### src/rtl/fifo_drain_fsm_if.sv
// Read-port and status bundle between the FIFO drain controller and its environment.
// master: the drain controller; slave: FIFO/consumer side.
interface fifo_drain_fsm_if #(
  parameter int DATA_W = 8,
  parameter int CNT_W  = 4
);
  logic              enable;
  logic              clr_stats;
  logic [CNT_W-1:0]  fifo_words;
  logic [DATA_W-1:0] fifo_data;
  logic              rd_en;
  logic [DATA_W-1:0] data_out;
  logic              data_valid;
  logic [15:0]       words_read;
  logic [7:0]        err_count;
  logic              mismatch;

  modport master (
    input  enable, clr_stats, fifo_words, fifo_data,
    output rd_en, data_out, data_valid, words_read, err_count, mismatch
  );

  modport slave (
    output enable, clr_stats, fifo_words, fifo_data,
    input  rd_en, data_out, data_valid, words_read, err_count, mismatch
  );
endinterface

### src/rtl/fifo_drain_fsm.sv
// FIFO read-side controller: drains with high/low watermark hysteresis, captures
// each word, checks it against a fixed pattern and keeps read/error statistics.
module fifo_drain_fsm #(
  parameter int                DATA_W    = 8,
  parameter int                CNT_W     = 4,
  parameter int                HIGH_MARK = 5,
  parameter int                LOW_MARK  = 2,
  parameter logic [DATA_W-1:0] EXPECTED  = 8'hAA
) (
  input logic               clk,
  input logic               rst_n,
  fifo_drain_fsm_if.master  bus
);

  typedef enum logic [1:0] {
    ST_RESET = 2'd0,
    ST_WAIT  = 2'd1,
    ST_READ  = 2'd2
  } state_t;

  localparam logic [CNT_W-1:0] HIGH_C = CNT_W'(HIGH_MARK);
  localparam logic [CNT_W-1:0] LOW_C  = CNT_W'(LOW_MARK);

  state_t            state_r;
  logic              rd_en_s;
  logic              bad_s;
  logic              rd_q_r;
  logic [DATA_W-1:0] data_out_r;
  logic              data_valid_r;
  logic [15:0]       words_read_r;
  logic [7:0]        err_count_r;
  logic              mismatch_r;

  function automatic logic [7:0] sat_inc8(input logic [7:0] v);
    if (v == 8'hFF) begin
      return 8'hFF;
    end else begin
      return v + 8'd1;
    end
  endfunction

  // Read strobe: never issued at or below the low mark, so an empty FIFO is never popped
  always_comb begin
    rd_en_s = 1'b0;
    bad_s   = 1'b0;
    if ((state_r == ST_READ) && bus.enable && (bus.fifo_words > LOW_C)) begin
      rd_en_s = 1'b1;
    end else begin
      rd_en_s = 1'b0;
    end
    if (rd_q_r && (bus.fifo_data != EXPECTED)) begin
      bad_s = 1'b1;
    end else begin
      bad_s = 1'b0;
    end
  end

  // Drain state machine: enter READ at the high mark, leave at the low mark
  always_ff @(posedge clk or negedge rst_n) begin
    if (!rst_n) begin
      state_r <= ST_RESET;
    end else begin
      case (state_r)
        ST_RESET: state_r <= ST_WAIT;
        ST_WAIT:  state_r <= (bus.fifo_words >= HIGH_C) ? ST_READ : ST_WAIT;
        ST_READ:  state_r <= (bus.fifo_words <= LOW_C) ? ST_WAIT : ST_READ;
        default:  state_r <= ST_RESET;
      endcase
    end
  end

  // Capture path: read data arrives the cycle after the strobe
  always_ff @(posedge clk or negedge rst_n) begin
    if (!rst_n) begin
      rd_q_r       <= 1'b0;
      data_out_r   <= '0;
      data_valid_r <= 1'b0;
    end else begin
      rd_q_r       <= rd_en_s;
      data_valid_r <= rd_q_r;
      if (rd_q_r) begin
        data_out_r <= bus.fifo_data;
      end else begin
        data_out_r <= data_out_r;
      end
    end
  end

  // Statistics; clear has priority over any same-cycle update
  always_ff @(posedge clk or negedge rst_n) begin
    if (!rst_n) begin
      words_read_r <= 16'd0;
      err_count_r  <= 8'd0;
      mismatch_r   <= 1'b0;
    end else if (bus.clr_stats) begin
      words_read_r <= 16'd0;
      err_count_r  <= 8'd0;
      mismatch_r   <= 1'b0;
    end else begin
      if (rd_en_s) begin
        words_read_r <= words_read_r + 16'd1;
      end else begin
        words_read_r <= words_read_r;
      end
      if (bad_s) begin
        err_count_r <= sat_inc8(err_count_r);
        mismatch_r  <= 1'b1;
      end else begin
        err_count_r <= err_count_r;
        mismatch_r  <= mismatch_r;
      end
    end
  end

  assign bus.rd_en      = rd_en_s;
  assign bus.data_out   = data_out_r;
  assign bus.data_valid = data_valid_r;
  assign bus.words_read = words_read_r;
  assign bus.err_count  = err_count_r;
  assign bus.mismatch   = mismatch_r;

endmodule

### src/flat_wrapper.sv
// flat-port wrapper written by rule: the top's interface ports become plain ports
module fifo_drain_fsm_flat 
#(
  parameter int                DATA_W    = 8,
  parameter int                CNT_W     = 4,
  parameter int                HIGH_MARK = 5,
  parameter int                LOW_MARK  = 2,
  parameter logic [DATA_W-1:0] EXPECTED  = 8'hAA
)
  (clk, rst_n, bus_enable, bus_clr_stats, bus_fifo_words, bus_fifo_data, bus_rd_en, bus_data_out, bus_data_valid, bus_words_read, bus_err_count, bus_mismatch);
  fifo_drain_fsm_if #(.DATA_W(DATA_W), .CNT_W(CNT_W)) bus_i ();
  input logic clk;
  input logic rst_n;
  input wire logic [$bits(bus_i.enable)-1:0] bus_enable;
  input wire logic [$bits(bus_i.clr_stats)-1:0] bus_clr_stats;
  input wire logic [$bits(bus_i.fifo_words)-1:0] bus_fifo_words;
  input wire logic [$bits(bus_i.fifo_data)-1:0] bus_fifo_data;
  output wire logic [$bits(bus_i.rd_en)-1:0] bus_rd_en;
  output wire logic [$bits(bus_i.data_out)-1:0] bus_data_out;
  output wire logic [$bits(bus_i.data_valid)-1:0] bus_data_valid;
  output wire logic [$bits(bus_i.words_read)-1:0] bus_words_read;
  output wire logic [$bits(bus_i.err_count)-1:0] bus_err_count;
  output wire logic [$bits(bus_i.mismatch)-1:0] bus_mismatch;
  assign bus_i.enable = bus_enable;
  assign bus_i.clr_stats = bus_clr_stats;
  assign bus_i.fifo_words = bus_fifo_words;
  assign bus_i.fifo_data = bus_fifo_data;
  assign bus_rd_en = bus_i.rd_en;
  assign bus_data_out = bus_i.data_out;
  assign bus_data_valid = bus_i.data_valid;
  assign bus_words_read = bus_i.words_read;
  assign bus_err_count = bus_i.err_count;
  assign bus_mismatch = bus_i.mismatch;
  fifo_drain_fsm #(.DATA_W(DATA_W), .CNT_W(CNT_W), .HIGH_MARK(HIGH_MARK), .LOW_MARK(LOW_MARK), .EXPECTED(EXPECTED)) u_core (.clk(clk), .rst_n(rst_n), .bus(bus_i));
endmodule
### config.mk
export PLATFORM = sky130hd
export DESIGN_NAME = fifo_drain_fsm_flat
export DESIGN_NICKNAME = d
export VERILOG_FILES = /design/src/rtl/fifo_drain_fsm_if.sv /design/src/rtl/fifo_drain_fsm.sv /design/src/flat_wrapper.sv
export SDC_FILE = /design/constraint.sdc
export NUM_CORES = 1
export LEC_CHECK = 0
export ABC_AREA = 1
export CELL_PAD_IN_SITES_DETAIL_PLACEMENT = 2
export CELL_PAD_IN_SITES_GLOBAL_PLACEMENT = 2
export CORE_ASPECT_RATIO = 1.4
export CORE_MARGIN = 5
export CORE_UTILIZATION = 27
export CTS_CLUSTER_SIZE = 30
export DETAILED_ROUTE_END_ITERATION = 10
export GPL_ROUTABILITY_DRIVEN = 0
export PLACE_DENSITY = 0.75
export SLEW_MARGIN = 20
export SYNTH_ARGS = -nofsm -noshare
export SYNTH_HDL_FRONTEND = slang
export SYNTH_SLANG_ARGS = --single-unit
### constraint.sdc
create_clock -name clk -period 1.3 [get_ports clk]
set_input_delay 0.26 -clock clk [delete_from_list [all_inputs] [get_ports clk]]
set_output_delay 0.26 -clock clk [all_outputs]
set_load 0.02 [all_outputs]
==> reports/results.md <==
| Item | Value |
| --- | --- |
| Critical path required time | 1.49 ns |
| # nets final | 350 |
| Chip Width | 81.24 um |
| Biggest fanout along the worst timing path | 3 |
| Finish-stage setup viols | 15 |
| Final Hold Slack | 0.2254 ns |
| Floorplan die area | 0.008914 mm2 |
| Max-slew violation count | 0 |
| Initial drt markers | 98 |
| Worst-case vdd ir drop | 752.6 uV |
| Violations in the final reports | setup timing |
| Kind of start point of the critical path | register |
| Count of maximum capacitance violations | 0 |
| Count of different cell masters after synthesis | 26 |
| Fmax | 0.6796 GHz |
| Deepest clock path buffer count | 2 |
| CTS H-tree lvls | 2 |
| Count of pins on the block boundary | 51 |
| Root Buffer Master | sky130_fd_sc_hd__clkbuf_8 |
| Largest net degree at the start of global routing | 38 |
| Finished layout cell area | 0.003261 mm2 |
| First-pass GRT wire length | 11.07 mm |
| DRC violation count after routing | 0 |
| Sum of overflow across all layers after global routing | 0 |
| Number of inserted diodes | 0 |
| Post-detailed-placement cell area | 0.002789 mm2 |
| Initial standard-cell utilization of the core | 27.65% |
| GRT met2 Usage | 32.14% |
| Final standard cell utilization of the core | 47.01% |
| Reg2reg start | u_core.bus.words_read[3]$_DFFE_PN0P_ |
| Die Y-Extent | 109.7 um |
| Vias per inst | 4.867 |
| Leak | 1.562 nW |
| Nets in the synthesized netlist | 250 |
| Syn-to-layout area delta | 69.99% |
| Path category of the worst min-delay check | in2reg |
| YS warnings | 0 |
| Period utilization | 113.2% |
| Clock slew at reported path FFs | 0.10 ns |
| Busiest layer in global routing | met2 |
| Post-synth design cell area | 0.001918 mm2 |
| Run status | complete, but fails checks |
| Setup repair after global routing missed its margin | yes |
| Number of buffers added by the clock tree synthesis step | 5 |
| Register bit count reported by yosys | 37 |
| Number of iterations in the first detailed-routing pass | 4 |
| Met3 layer usage reported by global route | 2.705% |
| Ratio of total power to cell area | 1161 mW/mm2 |
| End of the worst register-to-register path | u_core.bus.words_read[13]$_DFFE_PN0P_ |
| GRT met1 Usage | 17.34% |
| Worst Hold Path EP | u_core.bus.data_out[7]$_DFFE_PN0P_ |
| CTS sink count | 37 |
| Capturing element type of the critical path | register |
| Hold path startpoint | bus_fifo_data[7] |
| Number of instances in the synthesized netlist | 232 |
| Worst setup slack after layout | -0.1715 ns |
| Number of global-route vias before repair | 2276 |
| Detailed Place HPWL | 4.961 mm |
| Final setup skew | 0.01377 ns |
| Number of endpoints with negative hold slack in the final report | 0 |
| Crit Path Category | reg2reg |
| Number of antenna violations at the first check in global routing | 0 |
| Row count | 36 |
| Post-route antenna net violation count | 0 |
| Routed len/inst | 17.91 um |
| TritonCTS clock tree | yes |
| Share of layout cells above drive strength 1 | 45.35% |
| Transition time at the pin with the least slew margin | 0.4799 ns |
| Worst-case reg-to-reg path depth | 8 |
| Count of cells along the worst hold path | 2 |
| Synthesized area divided by synthesized cell count | 8.268 um2 |
| R2r setup slk | -0.17 ns |
| Fraction of the yosys area taken by sequential cells | 48.27% |
| Count of buffers from port buffering | 50 |
| Combined global-route utilization of all metal layers | 16.44% |
| Rel. slew slack | 67.97% |
| Post-layout minimum cycle time | 1.471 ns |
| Accumulated negative setup slack | -0.9600 ns |
| Final wirelength | 7.665 mm |
| Arrival time at the worst endpoint | 1.66 ns |
| Core area | 0.006937 mm2 |
| Total number of vias | 2083 |
| Clock Latency Late Sink | 0.31 ns |
## metal layers
layer / vias up / routed length [um]
met5: - / 0
li1: 960 / -
met1: 1060 / 2772
met4: 0 / 147
met3: 15 / 180
met2: 48 / 4565
## power by group
part           leakage [nW]  internal, mW  total, mW  switching, mW
Combinational          1.02         0.589       1.25          0.663
Sequential            0.485          1.34       1.46          0.121
Clock                0.0543         0.575       1.08          0.501
## synthesized netlist by cell type (all sizes together)
cell type  count  area [um2]
a21o           1       7.510
a21oi          9       45.04
buf            4       28.78
dfrtp         37       925.9
ha             2       25.02
inv           22       82.58
mux2           8       90.09
nand2         58       245.2
nand3         32       160.2
nand4          5       37.53
nor2          32       150.1
nor3           2       10.01
o21ai         16       80.07
o21bai         1       7.510
o22ai          1       6.260
o31ai          1       7.510
xnor2          1       8.760
## layout by cell type (no fill, tap or decap), types with 10 or more instances in the layout
master and instances:
sky130_fd_sc_hd__clkdlybuf4s15_1 14, sky130_fd_sc_hd__nand3_2 10, sky130_fd_sc_hd__buf_4 34, sky130_fd_sc_hd__o21ai_1 11, sky130_fd_sc_hd__dfrtp_1 30, sky130_fd_sc_hd__nand3_1 19, sky130_fd_sc_hd__buf_6 13, sky130_fd_sc_hd__nand2_2 14
sky130_fd_sc_hd__nor2_1 19, sky130_fd_sc_hd__inv_1 15, sky130_fd_sc_hd__nand2_1 39
## repair_timing
item                                    4_1_cts  5_1_grt
resized for setup                           108       93
setup buffers                                 3        8
endpoints found under the setup margin       55       53
hold buffers                                  1        0
pin swaps                                     8       22
gates cloned                                  0        1
endpoints found under the hold margin        37        0
## metrics by stage
stage / cells / setup WS, ns / power, mW
2_1_floorplan: 232 / 0.01301 / 1.987
3_3_place_gp: 407 / -0.5716 / 2.571
3_5_place_dp: 407 / -0.6206 / 2.620
4_1_cts: 419 / -0.1793 / 3.618
5_1_grt: 428 / -0.2416 / 3.983
6_report: 428 / -0.1715 / 3.786
## how the worst max path moves through the flow
stage	slack [ns]	startpoint	end
floorplan	0.01	u_core.bus.words_read[0]$_DFFE_PN0P_	u_core.bus.words_read[12]$_DFFE_PN0P_
global placement	-0.57	bus_fifo_words[0]	bus_rd_en
detailed placement	-0.62	bus_fifo_words[0]	bus_rd_en
CTS	-0.18	bus_fifo_words[3]	bus_rd_en
global route	-0.24	u_core.bus.words_read[0]$_DFFE_PN0P_	u_core.bus.words_read[13]$_DFFE_PN0P_
finish	-0.17	u_core.bus.words_read[3]$_DFFE_PN0P_	u_core.bus.words_read[13]$_DFFE_PN0P_
## state kept, by name, summed over array words and instances (netlist names)
| name | cells |
|---|---|
| u_core.bus.data_out | 8 |
| u_core.bus.data_valid | 1 |
| u_core.bus.err_count | 8 |
| u_core.bus.mismatch | 1 |
| u_core.bus.words_read | 16 |
| u_core.rd_q_r | 1 |
| u_core.state_r | 2 |
## critical path: stages (launching register included)
cell and delay (ns):
sky130_fd_sc_hd__dfrtp_1 0.42, sky130_fd_sc_hd__buf_6 0.12, sky130_fd_sc_hd__nand2_2 0.08, sky130_fd_sc_hd__nor2_4 0.18, sky130_fd_sc_hd__nand3_1 0.12, sky130_fd_sc_hd__nor2_1 0.21
sky130_fd_sc_hd__nand3_2 0.10, sky130_fd_sc_hd__nand2_2 0.07, sky130_fd_sc_hd__nor2_1 0.04
## cell families after synthesis
group | count (synthesis) | synth area share [%]
adder cells (fa/ha/maj) | 2 | 1.304
XOR/XNOR | 1 | 0.4567
multiplexers | 8 | 4.697
flip-flops | 37 | 48.27
buffers and inverters | 26 | 5.806
AND/OR/NAND/NOR | 129 | 31.44
AO/OA/AOI/OAI | 29 | 8.024
## cell type report
cell class / instances / area, um2
fill: 771 / 3676
multi-input combinational: 170 / 1156
sequential: 37 / 934.6
timing repair buffer: 96 / 848.3
tap: 95 / 118.9
inverter: 22 / 87.58
clock buffer: 5 / 68.82
clock inverter: 3 / 46.29
No activity file was read; power rests on OpenSTA's default activity.
